### config.mk
export PLATFORM = sky130hd
export DESIGN_NAME = beta_prefetch_fetch_unit
export DESIGN_NICKNAME = d
export VERILOG_FILES = /design/src/rtl/beta_if_stage_pkg.sv /design/src/rtl/beta_prefetch_fifo.sv /design/src/rtl/beta_prefetch_fetch_unit.sv
export SDC_FILE = /design/constraint.sdc
export NUM_CORES = 1
export LEC_CHECK = 0
export ABC_AREA = 1
export CELL_PAD_IN_SITES_DETAIL_PLACEMENT = 1
export CELL_PAD_IN_SITES_GLOBAL_PLACEMENT = 1
export CORE_MARGIN = 2
export CORE_UTILIZATION = 45
export CTS_BUF_LIST = sky130_fd_sc_hd__clkbuf_2 sky130_fd_sc_hd__clkbuf_4 sky130_fd_sc_hd__clkbuf_8
export CTS_CLUSTER_SIZE = 24
export DETAILED_ROUTE_END_ITERATION = 8
export PLACE_DENSITY_LB_ADDON = 0.25
export SYNTH_ARGS = -nofsm -noshare
export SYNTH_HDL_FRONTEND = slang
export SYNTH_SLANG_ARGS = --single-unit
export TNS_END_PERCENT = 5
### constraint.sdc
create_clock -name clk_i -period 5.1 [get_ports clk_i]
set_input_delay 1.275 -clock clk_i [delete_from_list [all_inputs] [get_ports clk_i]]
set_output_delay 1.275 -clock clk_i [all_outputs]
set_load 0.02 [all_outputs]
### src/rtl/beta_if_stage_pkg.sv
// Shared types and constants for the IF-stage prefetch fetch unit.
// Optional feature macro used by the fetch unit: BETA_FU_PERF_CNT_EN.
package beta_if_stage_pkg;

  localparam int unsigned FU_STATE_W = 2;

  typedef enum logic [FU_STATE_W-1:0] {
    FU_IDLE  = 2'd0,
    FU_FETCH = 2'd1,
    FU_DRAIN = 2'd2
  } fu_state_t;

  localparam logic [31:0] NOP_INSTR = 32'h0000_0013;

  localparam int unsigned PEN_CTRL_BIT = 0;
  localparam int unsigned PEN_TRAP_BIT = 1;
  localparam logic [1:0] PEN_NONE = 2'b00;
  localparam logic [1:0] PEN_CTRL = 2'b01;
  localparam logic [1:0] PEN_TRAP = 2'b10;

  function automatic logic [1:0] penality_code(input logic ctrl, input logic trap);
    logic [1:0] code;
    code = PEN_NONE;
    code[PEN_CTRL_BIT] = ctrl;
    code[PEN_TRAP_BIT] = trap;
    return code;
  endfunction

endpackage

### src/rtl/beta_prefetch_fifo.sv
// Synchronous FIFO of {pc, data} entries for the prefetch buffer.
// Depth must be a power of two so the pointers wrap naturally.
module beta_prefetch_fifo #(
  parameter int unsigned Depth = 4,
  parameter int unsigned Width = 64
) (
  input  logic                         clk,
  input  logic                         rst,
  input  logic                         push,
  input  logic                         pop,
  input  logic                         flush,
  input  logic [Width-1:0]             wdata,
  output logic [Width-1:0]             rdata,
  output logic [$clog2(Depth+1)-1:0]   count,
  output logic                         empty,
  output logic                         full
);

  localparam int unsigned PtrW = $clog2(Depth);
  localparam int unsigned CntW = $clog2(Depth+1);

  logic [Width-1:0] mem [Depth];
  logic [PtrW-1:0]  rd_ptr;
  logic [PtrW-1:0]  wr_ptr;
  logic [CntW-1:0]  cnt;
  logic             do_push;
  logic             do_pop;

  assign empty   = (cnt == CntW'(0));
  assign full    = (cnt == CntW'(Depth));
  assign count   = cnt;
  assign rdata   = mem[rd_ptr];
  assign do_push = push & ~full;
  assign do_pop  = pop & ~empty;

  always_ff @(posedge clk) begin
    if (do_push && !flush) mem[wr_ptr] <= wdata;
  end

  // Pointer and occupancy bookkeeping; flush discards everything at once.
  always_ff @(posedge clk or posedge rst) begin
    if (rst) begin
      rd_ptr <= PtrW'(0);
      wr_ptr <= PtrW'(0);
      cnt    <= CntW'(0);
    end else if (flush) begin
      rd_ptr <= PtrW'(0);
      wr_ptr <= PtrW'(0);
      cnt    <= CntW'(0);
    end else begin
      if (do_push) wr_ptr <= wr_ptr + PtrW'(1);
      if (do_pop)  rd_ptr <= rd_ptr + PtrW'(1);
      case ({do_push, do_pop})
        2'b10:   cnt <= cnt + CntW'(1);
        2'b01:   cnt <= cnt - CntW'(1);
        default: cnt <= cnt;
      endcase
    end
  end

endmodule

### src/rtl/beta_prefetch_fetch_unit.sv
// Pipelined in-order instruction prefetcher with redirect/discard and hazard NOP injection.
// Define BETA_FU_PERF_CNT_EN to add saturating stall and discard counters.
module beta_prefetch_fetch_unit
  import beta_if_stage_pkg::*;
#(
  parameter int unsigned          DataWidth      = 32,
  parameter int unsigned          AddrWidth      = 32,
  parameter int unsigned          FifoDepth      = 4,
  parameter int unsigned          MaxOutstanding = 2,
  parameter logic [AddrWidth-1:0] BootAddr       = 32'h0000_0000
) (
  input  logic                 clk_i,
  input  logic                 rst_i,
  input  logic                 if_fu_fetch_en_i,
  input  logic                 if_fu_redirect_i,
  input  logic [AddrWidth-1:0] if_fu_redirect_pc_i,
  output logic                 if_fu_instr_req_o,
  output logic [AddrWidth-1:0] if_fu_instr_addr_o,
  input  logic                 if_fu_instr_ready_i,
  input  logic                 if_fu_instr_valid_i,
  input  logic [DataWidth-1:0] if_fu_instr_rdata_i,
  output logic [DataWidth-1:0] if_fu_instr_o,
  output logic [AddrWidth-1:0] if_fu_instr_pc_o,
  output logic                 if_fu_instr_valid_o,
  input  logic                 if_fu_if_ready_i,
  output logic                 if_fu_stage_busy_o,
  output logic [1:0]           if_fu_penality_o,
  input  logic                 if_fu_ctrl_hazard_flag_i,
  input  logic                 if_fu_trap_hazard_flag_i
`ifdef BETA_FU_PERF_CNT_EN
  ,
  output logic [31:0]          if_fu_stall_cnt_o,
  output logic [31:0]          if_fu_discard_cnt_o
`endif
);

  localparam int unsigned CntW   = $clog2(FifoDepth+1);
  localparam int unsigned SumW   = CntW + 1;
  localparam int unsigned EntryW = AddrWidth + DataWidth;
  localparam logic [AddrWidth-1:0] PcStep = AddrWidth'(DataWidth/8);

  fu_state_t            state;
  fu_state_t            state_next;
  logic [AddrWidth-1:0] pc;
  logic [AddrWidth-1:0] resp_pc;
  logic [CntW-1:0]      outstanding;
  logic [CntW-1:0]      outstanding_next;
  logic [CntW-1:0]      discard;
  logic [CntW-1:0]      fifo_count;
  logic                 fifo_empty;
  logic                 fifo_full;
  logic [EntryW-1:0]    fifo_head;
  logic                 issue;
  logic                 accept;
  logic                 resp;
  logic                 push;
  logic                 pop;

  assign resp   = if_fu_instr_valid_i;
  assign issue  = (state == FU_FETCH) && if_fu_fetch_en_i
                  && ((SumW'(outstanding) + SumW'(fifo_count)) < SumW'(FifoDepth))
                  && (outstanding < CntW'(MaxOutstanding));
  assign accept = issue & if_fu_instr_ready_i;
  assign outstanding_next = outstanding + CntW'(accept) - CntW'(resp);

  // Responses land in order, so a kept response's PC is a running counter reset on redirect.
  assign push = resp && (discard == CntW'(0)) && !if_fu_redirect_i && !fifo_full;
  assign pop  = !fifo_empty && if_fu_if_ready_i && !if_fu_redirect_i;

  beta_prefetch_fifo #(
    .Depth (FifoDepth),
    .Width (EntryW)
  ) u_fifo (
    .clk   (clk_i),
    .rst   (rst_i),
    .push  (push),
    .pop   (pop),
    .flush (if_fu_redirect_i),
    .wdata ({resp_pc, if_fu_instr_rdata_i}),
    .rdata (fifo_head),
    .count (fifo_count),
    .empty (fifo_empty),
    .full  (fifo_full)
  );

  // Next-state logic.
  always_comb begin
    state_next = state;
    case (state)
      FU_IDLE: begin
        if (if_fu_fetch_en_i) state_next = FU_FETCH;
        else                  state_next = FU_IDLE;
      end
      FU_FETCH: begin
        if (if_fu_fetch_en_i)                    state_next = FU_FETCH;
        else if (outstanding != CntW'(0))        state_next = FU_DRAIN;
        else                                     state_next = FU_IDLE;
      end
      FU_DRAIN: begin
        if (if_fu_fetch_en_i)                    state_next = FU_FETCH;
        else if (outstanding == CntW'(0))        state_next = FU_IDLE;
        else                                     state_next = FU_DRAIN;
      end
      default: state_next = FU_IDLE;
    endcase
  end

  always_ff @(posedge clk_i or posedge rst_i) begin
    if (rst_i) begin
      state       <= FU_IDLE;
      pc          <= BootAddr;
      resp_pc     <= BootAddr;
      outstanding <= CntW'(0);
      discard     <= CntW'(0);
    end else begin
      state       <= state_next;
      outstanding <= outstanding_next;
      if (if_fu_redirect_i) begin
        // Every request still in flight after this edge belongs to the old stream.
        pc      <= if_fu_redirect_pc_i;
        resp_pc <= if_fu_redirect_pc_i;
        discard <= outstanding_next;
      end else begin
        if (accept) pc <= pc + PcStep;
        if (push)   resp_pc <= resp_pc + PcStep;
        if (resp && (discard != CntW'(0))) discard <= discard - CntW'(1);
      end
    end
  end

  assign if_fu_instr_req_o   = issue;
  assign if_fu_instr_addr_o  = pc;
  assign if_fu_instr_valid_o = !fifo_empty;
  assign if_fu_instr_pc_o    = fifo_head[EntryW-1:DataWidth];
  assign if_fu_stage_busy_o  = issue | (outstanding != CntW'(0));
  assign if_fu_penality_o    = penality_code(if_fu_ctrl_hazard_flag_i, if_fu_trap_hazard_flag_i);
  assign if_fu_instr_o       = (if_fu_ctrl_hazard_flag_i || if_fu_trap_hazard_flag_i || fifo_empty)
                               ? DataWidth'(NOP_INSTR) : fifo_head[DataWidth-1:0];

`ifdef BETA_FU_PERF_CNT_EN
  logic        drop;
  logic [31:0] stall_cnt;
  logic [31:0] discard_cnt;

  assign drop = resp && (if_fu_redirect_i || (discard != CntW'(0)));

  always_ff @(posedge clk_i or posedge rst_i) begin
    if (rst_i) begin
      stall_cnt   <= 32'd0;
      discard_cnt <= 32'd0;
    end else begin
      if ((state == FU_FETCH) && fifo_empty && (stall_cnt != 32'hFFFF_FFFF))
        stall_cnt <= stall_cnt + 32'd1;
      if (drop && (discard_cnt != 32'hFFFF_FFFF))
        discard_cnt <= discard_cnt + 32'd1;
    end
  end

  assign if_fu_stall_cnt_o   = stall_cnt;
  assign if_fu_discard_cnt_o = discard_cnt;
`endif

endmodule

==> results of run 1 <==
-- cell families (layout without fill, tap and decap cells) --
logic type	count (synthesis)	after routing	synth area share, %
buf+inv	165	386	4.64
xor+xnor	21	21	1.22
flops	335	335	64.0
simple gates	766	766	20.6
fa+ha+maj	15	15	1.34
compound gates	230	230	8.25
-- per-layer routing --
layer	GRT usage [%]	vias to the layer above	routed length (µm)
met2	42.6	271	21200
li1	-	5563	-
met4	7.30	0	971
met3	3.36	76	1770
met5	0	-	0
met1	31.1	5846	18100
-- through the flow --
stage          cells  setup slack (ps)
2_1_floorplan   1532             -19.0
3_3_place_gp    2102               568
6_report        2201               431
5_1_grt         2201               194
3_5_place_dp    2102               430
4_1_cts         2201               426
-- registers in the layout, summed over array words and instances (netlist names) --
register	count
outstanding	3
u_fifo.count	3
u_fifo.mem	256
resp_pc	32
u_fifo.rd_ptr	2
state	2
u_fifo.wr_ptr	2
discard	3
if_fu_instr_addr_o	32
-- how the worst max path moves through the flow --
stage / from / endpoint / slack, ps / cells after the start
detailed placement: if_fu_trap_hazard_flag_i / if_fu_instr_o[16] / 430 / 5
CTS: if_fu_trap_hazard_flag_i / if_fu_instr_o[16] / 430 / 5
global placement: if_fu_trap_hazard_flag_i / if_fu_instr_o[20] / 570 / 5
global route: if_fu_trap_hazard_flag_i / if_fu_instr_o[16] / 190 / 5
finish: if_fu_trap_hazard_flag_i / if_fu_instr_o[16] / 430 / 5
floorplan: if_fu_redirect_i / u_fifo.mem[0][0] / -20 / 7
-- critical path: cells and delay by family --
| family | cells | cell delay, ps |
|---|---|---|
| buf+inv | 3 | 1520 |
| compound gates | 1 | 310 |
| simple gates | 1 | 270 |
-- area by class of cell --
type                            instances  area share [%]
Clock inverter                         26            1.38
Inverter                               96            1.97
Clock buffer                           73            4.94
Timing Repair Buffer                  191            10.4
Tap cell                              448            3.04
Multi-Input combinational cell       1032            25.9
Sequential cell                       335            52.4
-- layout by cell type, fill, tap and decap left out, types with 5 or more instances in the layout --
cell type        synthesis  routed
clkinv_2                 0      12
clkinv_1                 0       8
inv_1                   93      90
xor2_1                  11      11
o22ai_1                 34      34
xnor2_1                 10      10
clkdlybuf4s50_1          0     172
clkbuf_8                 0      58
nand2_1                330     330
nor2_1                 294     290
bufinv_16                0       5
clkbuf_4                 0      15
o211ai_1                10      10
edfxtp_1               256     256
buf_4                    5      14
ha_1                    13      13
a21oi_1                 36      36
o21ai_0                140     140
nand4_1                  9       9
nor2_4                   1       5
dfrtp_1                 79      77
nand3_1                116     116
-- where the power goes --
group	internal [mW]	switching [mW]	total (mW)
registers	3.12	0.183	3.30
logic	0.360	0.554	0.913
clock network	1.42	1.08	2.49
total	4.89	1.81	6.71
==> out/qor.yml, run 1 <==
layout:
  multi_input_comb_area_um2: 4780
  antenna_cells: 0
  drive_above_1_share_pct: 7.53
  final_util_pct: 55.4
  seq_area_um2: 9670
  syn_to_final_growth_pct: 22.1
  fill_cells: 3749
  design_area_um2: 18400
  nets: 1799
clock_tree:
  cts_buffers: 55
  cts_max_level: 2
  root_buffer: "clkbuf_8"
  post-cts-setup-buffer-count: 0
  clk_pin_slew_worst_paths_ps: 70
  cts.sinks: 335
  cts_hold_buffers: 0
  cts_resized: 0
  cts_tree: "done"
  clkLatencyLatePin_ps: 600
  cts_buffer_depth: 3
setup_path:
  endpoint_kind: "output port"
  slowest_delay_ps: 640
  cp_slowest_cell: "clkdlybuf4s50_1"
  crit_arrival_ps: 3390
  reg2reg_depth: 11
  cp_common_cell: "clkdlybuf4s50_1"
  reg2reg_setup_slack_ps: 2210
  r2r_start: "u_fifo.count[2]"
  r2r_end: "discard[2]"
  critPathRequiredTime_ps: 3830
  crit_path_start_kind: "primary input"
  worstPathCellList: "clkdlybuf4s50_1, nor3_2, inv_1, a21oi_1, clkdlybuf4s50_1"
  critPathMaxFanout: 29
  path_class: "in -> out"
die:
  start_util_pct: 45.4
  pin_count: 174
  die_w_um: 187
  die_h_um: 187
  fp.dieArea_um2: 35100
  rows: 67
  coreArea_um2: 33300
hold_path:
  worstHoldStart: "state[1]"
  hold_end: "state[0]"
  hold_path_class: "reg -> reg"
  holdPathStages: 1
timing:
  rsz0062_at_grt: "no"
  hold_viol: 0
  final.period_utilization_pct: 91.6
  finalCriticalPeriod_ps: 4670
  final.setup.tns_ps: 0
  setup_viol: 0
  hold_slack_ps: 484
  max_freq_mhz: 214
  drv_slew: 0
  slew_headroom_pct: 35.5
  fin_skew_ps: 22.1
  worstMarginPinSlew_ps: 968
drt:
  wl_per_cell_um: 19.1
  drt_pre_antenna_iters: 5
  ant_nets: 0
  vias: 11800
  drt_iter0_drc: 757
  drt-total-wl_um: 42100
  drt-vias-per-instance: 5.34
  route.detailed.drc: 0
power_and_ir_drop:
  power_leakage_nw: 7.07
  ir_worst_vdd_v: 0.000177
  p_total_mw: 6.71
  power_density_nw_per_um2: 364
placement:
  place_area_um2: 17300
  place_hpwl_um: 27800
  io_buffers: 173
  gp_congestion: 0.811
global_routing:
  grt_max_degree: 130
  grt_pass1_wl_um: 67400
  first_global_vias: 12600
  grt-ovfl-total: 0
  grt_use_total_pct: 24.2
  antenna_found_initial: 0
synth:
  synth_ff_type: "edfxtp_1"
  synth-seq-cells: 335
  yosysTopAreaCell: "edfxtp_1"
  synth_area_leaders: "edfxtp_1, dfrtp_1, nand2_1"
  synth.avg_cell_area_um2: 9.86
  ys_async_sr_fraction_pct: 23.6
  synthTopCellsByCount: "nand2_1, nor2_1, edfxtp_1"
  synth_most_common_cell: "nand2_1"
  syn-instance-count: 1532
  ys_types: 36
  synth_top_area_share_pct: 50.9
  synth_enable_flop_cells: 256
  ys_seq_area_share_pct: 64.0
  syn_area_um2: 15100
  ys_warn_count: 0
  syn_nets: 1620
job:
  maxCapViolCount: 0
status:
  outcome: "complete, no violations"
No activity file was read; power rests on OpenSTA's default activity.
==> inputs of run 2 (changes only) <==
==> constraint.sdc (replaced) <==
create_clock -name clk_i -period 4.6 [get_ports clk_i]
set_input_delay 1.15 -clock clk_i [delete_from_list [all_inputs] [get_ports clk_i]]
set_output_delay 1.15 -clock clk_i [all_outputs]
set_load 0.02 [all_outputs]
==> run 2 against run 1 <==
  * Clock skew down 3.5 ps
  * Non-clock buffer count up 2
  * Critical path type unchanged
  * Sequential power up 11%
  * First-iteration DRC count up 0.92%
  * Flip-flop and latch count unchanged
  * Combinational power up 11%
  * Clock-buffer cell count down 1
  * Clock power up 10%
  * Global-route usage about the same
  * Cell area up 0.14%
  * Via count up 0.19%
  * Wire length up 0.79%
==> out/qor.yml, run 2 (same netlist as run 1, synthesis figures left out) <==
timing:
  rsz0062_at_grt: "no"
  finalCriticalPeriod_ps: 4180
  setup_viol: 0  # unchanged
  max_freq_mhz: 239
  slew_headroom_pct: 48.4  # +13 points
  worstMarginPinSlew_ps: 774  # -194 ps
  fin_skew_ps: 18.6  # -3.52 ps
  final.period_utilization_pct: 91.0
  drv_slew: 0  # unchanged
  hold_viol: 0  # unchanged
  fin_ws_ps: 416  # -14.9 ps
global_routing:
  grt_max_degree: 130  # unchanged
  antenna_found_initial: 0  # unchanged
  first_global_vias: 12500  # -0.88%
  grt_use_total_pct: 24.2  # about the same
  grt_pass1_wl_um: 67500  # +0.13%
  grt-ovfl-total: 0  # unchanged
clock_tree:
  cts_tree: "done"
  cts_max_level: 2  # unchanged
  post-cts-setup-buffer-count: 0  # unchanged
  cts.sinks: 335  # unchanged
  clkLatencyLatePin_ps: 590  # about the same
  cts_hold_buffers: 0  # unchanged
  cts_buffers: 55  # unchanged
  root_buffer: "clkbuf_8"
  clk_pin_slew_worst_paths_ps: 60  # about the same
  cts_resized: 0  # unchanged
  cts_buffer_depth: 3  # unchanged
die:
  rows: 67  # unchanged
  pin_count: 174  # unchanged
  die_h_um: 187  # unchanged
  coreArea_um2: 33300  # unchanged
  die_w_um: 187  # unchanged
  start_util_pct: 45.4  # unchanged
  fp.dieArea_um2: 35100  # unchanged
power_and_ir_drop:
  internal_power_mw: 5.42  # +11%
  ir_worst_vdd_v: 0.000197  # +11%
  power.net_switching_mw: 1.99  # +10%
  combPwrFrac_pct: 13.6  # about the same
  power_leakage_nw: 7.07  # about the same
  pwr-share-seq_pct: 49.3  # about the same
  clockPowerShare_pct: 37.1  # about the same
  swShare_pct: 26.9  # -0.11 points
  power_density_nw_per_um2: 401  # +10%
layout:
  antenna_cells: 0  # unchanged
  multi_input_comb_area_um2: 4780  # unchanged
  drive_above_1_share_pct: 7.34  # -0.19 points
  nets: 1801  # +0.11%
  largest_reg_flops: 256  # unchanged
  largest_register: "u_fifo.mem"
  final_common_cell: "nand2_1"
  final_cell_mix: "nand2_1, nor2_1, edfxtp_1"
  fill_cells: 3721  # -0.75%
  syn_to_final_growth_pct: 22.2
  final_util_pct: 55.5  # +0.075 points
  seq_area_um2: 9670  # unchanged
setup_path:
  path_class: "in -> out"
  crit_path_start_kind: "primary input"
  r2r_end: "discard[2]"
  cp_slowest_cell: "clkdlybuf4s50_1"
  endpoint_kind: "output port"
  slowest_delay_ps: 640  # about the same
  r2r_start: "u_fifo.count[2]"
  cp_common_cell: "clkdlybuf4s50_1"
  crit_arrival_ps: 3030  # -360 ps
  critPathMaxFanout: 29  # unchanged
  reg2reg_setup_slack_ps: 1830  # -380 ps
  reg2reg_depth: 11  # unchanged
  worstPathCellList: "clkdlybuf4s50_1, nor3_2, inv_1, buf_4, a21oi_1, clkdlybuf4s50_1"
  critPathRequiredTime_ps: 3450  # -380 ps
drt:
  drt_pre_antenna_iters: 4  # -1
  route.detailed.drc: 0  # unchanged
  ant_nets: 0  # unchanged
  drt-vias-per-instance: 5.34  # about the same
  vias: 11800  # +0.19%
  wl_per_cell_um: 19.2  # +0.61%
  drt-total-wl_um: 42400  # +0.79%
  drt_iter0_drc: 764  # +0.92%
placement:
  io_buffers: 173  # unchanged
  pre_cts_ws_ps: 433  # +2.92 ps
  place_hpwl_um: 27900  # +0.33%
  gp_congestion: 0.842  # +3.8%
job:
  maxCapViolCount: 0  # unchanged
hold_path:
  hold_end: "if_fu_instr_addr_o[0]"
  hold_path_class: "reg -> reg"
  worstHoldStart: "if_fu_instr_addr_o[0]"
  holdPathStages: 2  # +1
status:
  outcome: "complete, no violations"
[run 2: cell count changes in the layout (fill, tap and decap cells not counted), sizes merged]
cell	previous run	this run
buf	19	21
inv	96	95
clkinv	20	24
clkbuf	73	72
[run 2: routing by layer]
layer / up-vias / wire length [µm] / share of wire, % / GRT usage, %
met3: 72 / 1810 / 4.3 / 3.38
li1: 5564 / - / - / -
met1: 5853 / 18300 / 43 / 31.4
met2: 289 / 21300 / 50 / 42.2
met5: - / 0 / 0 / 0
met4: 0 / 1010 / 2.4 / 7.66
[run 2: how the worst max path moves through the flow]
| stage | cells after the start | startpoint | slack (ps) | endpoint |
|---|---|---|---|---|
| after CTS | 4 | u_fifo.rd_ptr[1] | 400 | if_fu_instr_pc_o[11] |
| after global routing | 5 | u_fifo.rd_ptr[0] | 240 | if_fu_instr_o[29] |
| after detailed placement | 6 | if_fu_trap_hazard_flag_i | 430 | if_fu_instr_o[29] |
| final | 6 | if_fu_trap_hazard_flag_i | 420 | if_fu_instr_o[29] |
| after global placement | 6 | if_fu_trap_hazard_flag_i | 540 | if_fu_instr_o[21] |
| after floorplan | 7 | if_fu_redirect_i | -390 | u_fifo.mem[0][0] |
[run 2: per-stage QoR]
stage	TNS [ps]	area, µm²	total power [mW]	hold slack (ps)	std cells
4_1_cts	0	18500	7.49	486	2205
2_1_floorplan	-100870	15100	4.26	454	1532
3_3_place_gp	0	17300	4.68	462	2104
6_report	0	18500	7.41	479	2205
5_1_grt	0	18500	7.74	523	2205
3_5_place_dp	0	17300	4.73	471	2104
[run 2: final cells by class]
type / instances / area share (%)
Sequential cell: 335 / 52.3
Multi-Input combinational cell: 1032 / 25.9
Timing Repair Buffer: 193 / 10.5
Clock buffer: 72 / 4.89
Tap cell: 448 / 3.03
Inverter: 96 / 1.96
Clock inverter: 29 / 1.41
[run 2: worst max-delay path: cells and delay by family]
family	cells	cell delay [ps]
AND/OR/NAND/NOR	1	290
buffers and inverters	4	1390
AO/OA/AOI/OAI	1	190
[run 2: power by group through the flow]
stage,sequential (mW),clock [mW],combinational (mW)
floorplan,3.68,0,0.573
global placement,3.70,0,0.980
detailed placement,3.71,0,1.02
CTS,3.65,2.81,1.02
global route,3.68,2.94,1.13
finish,3.65,2.75,1.01
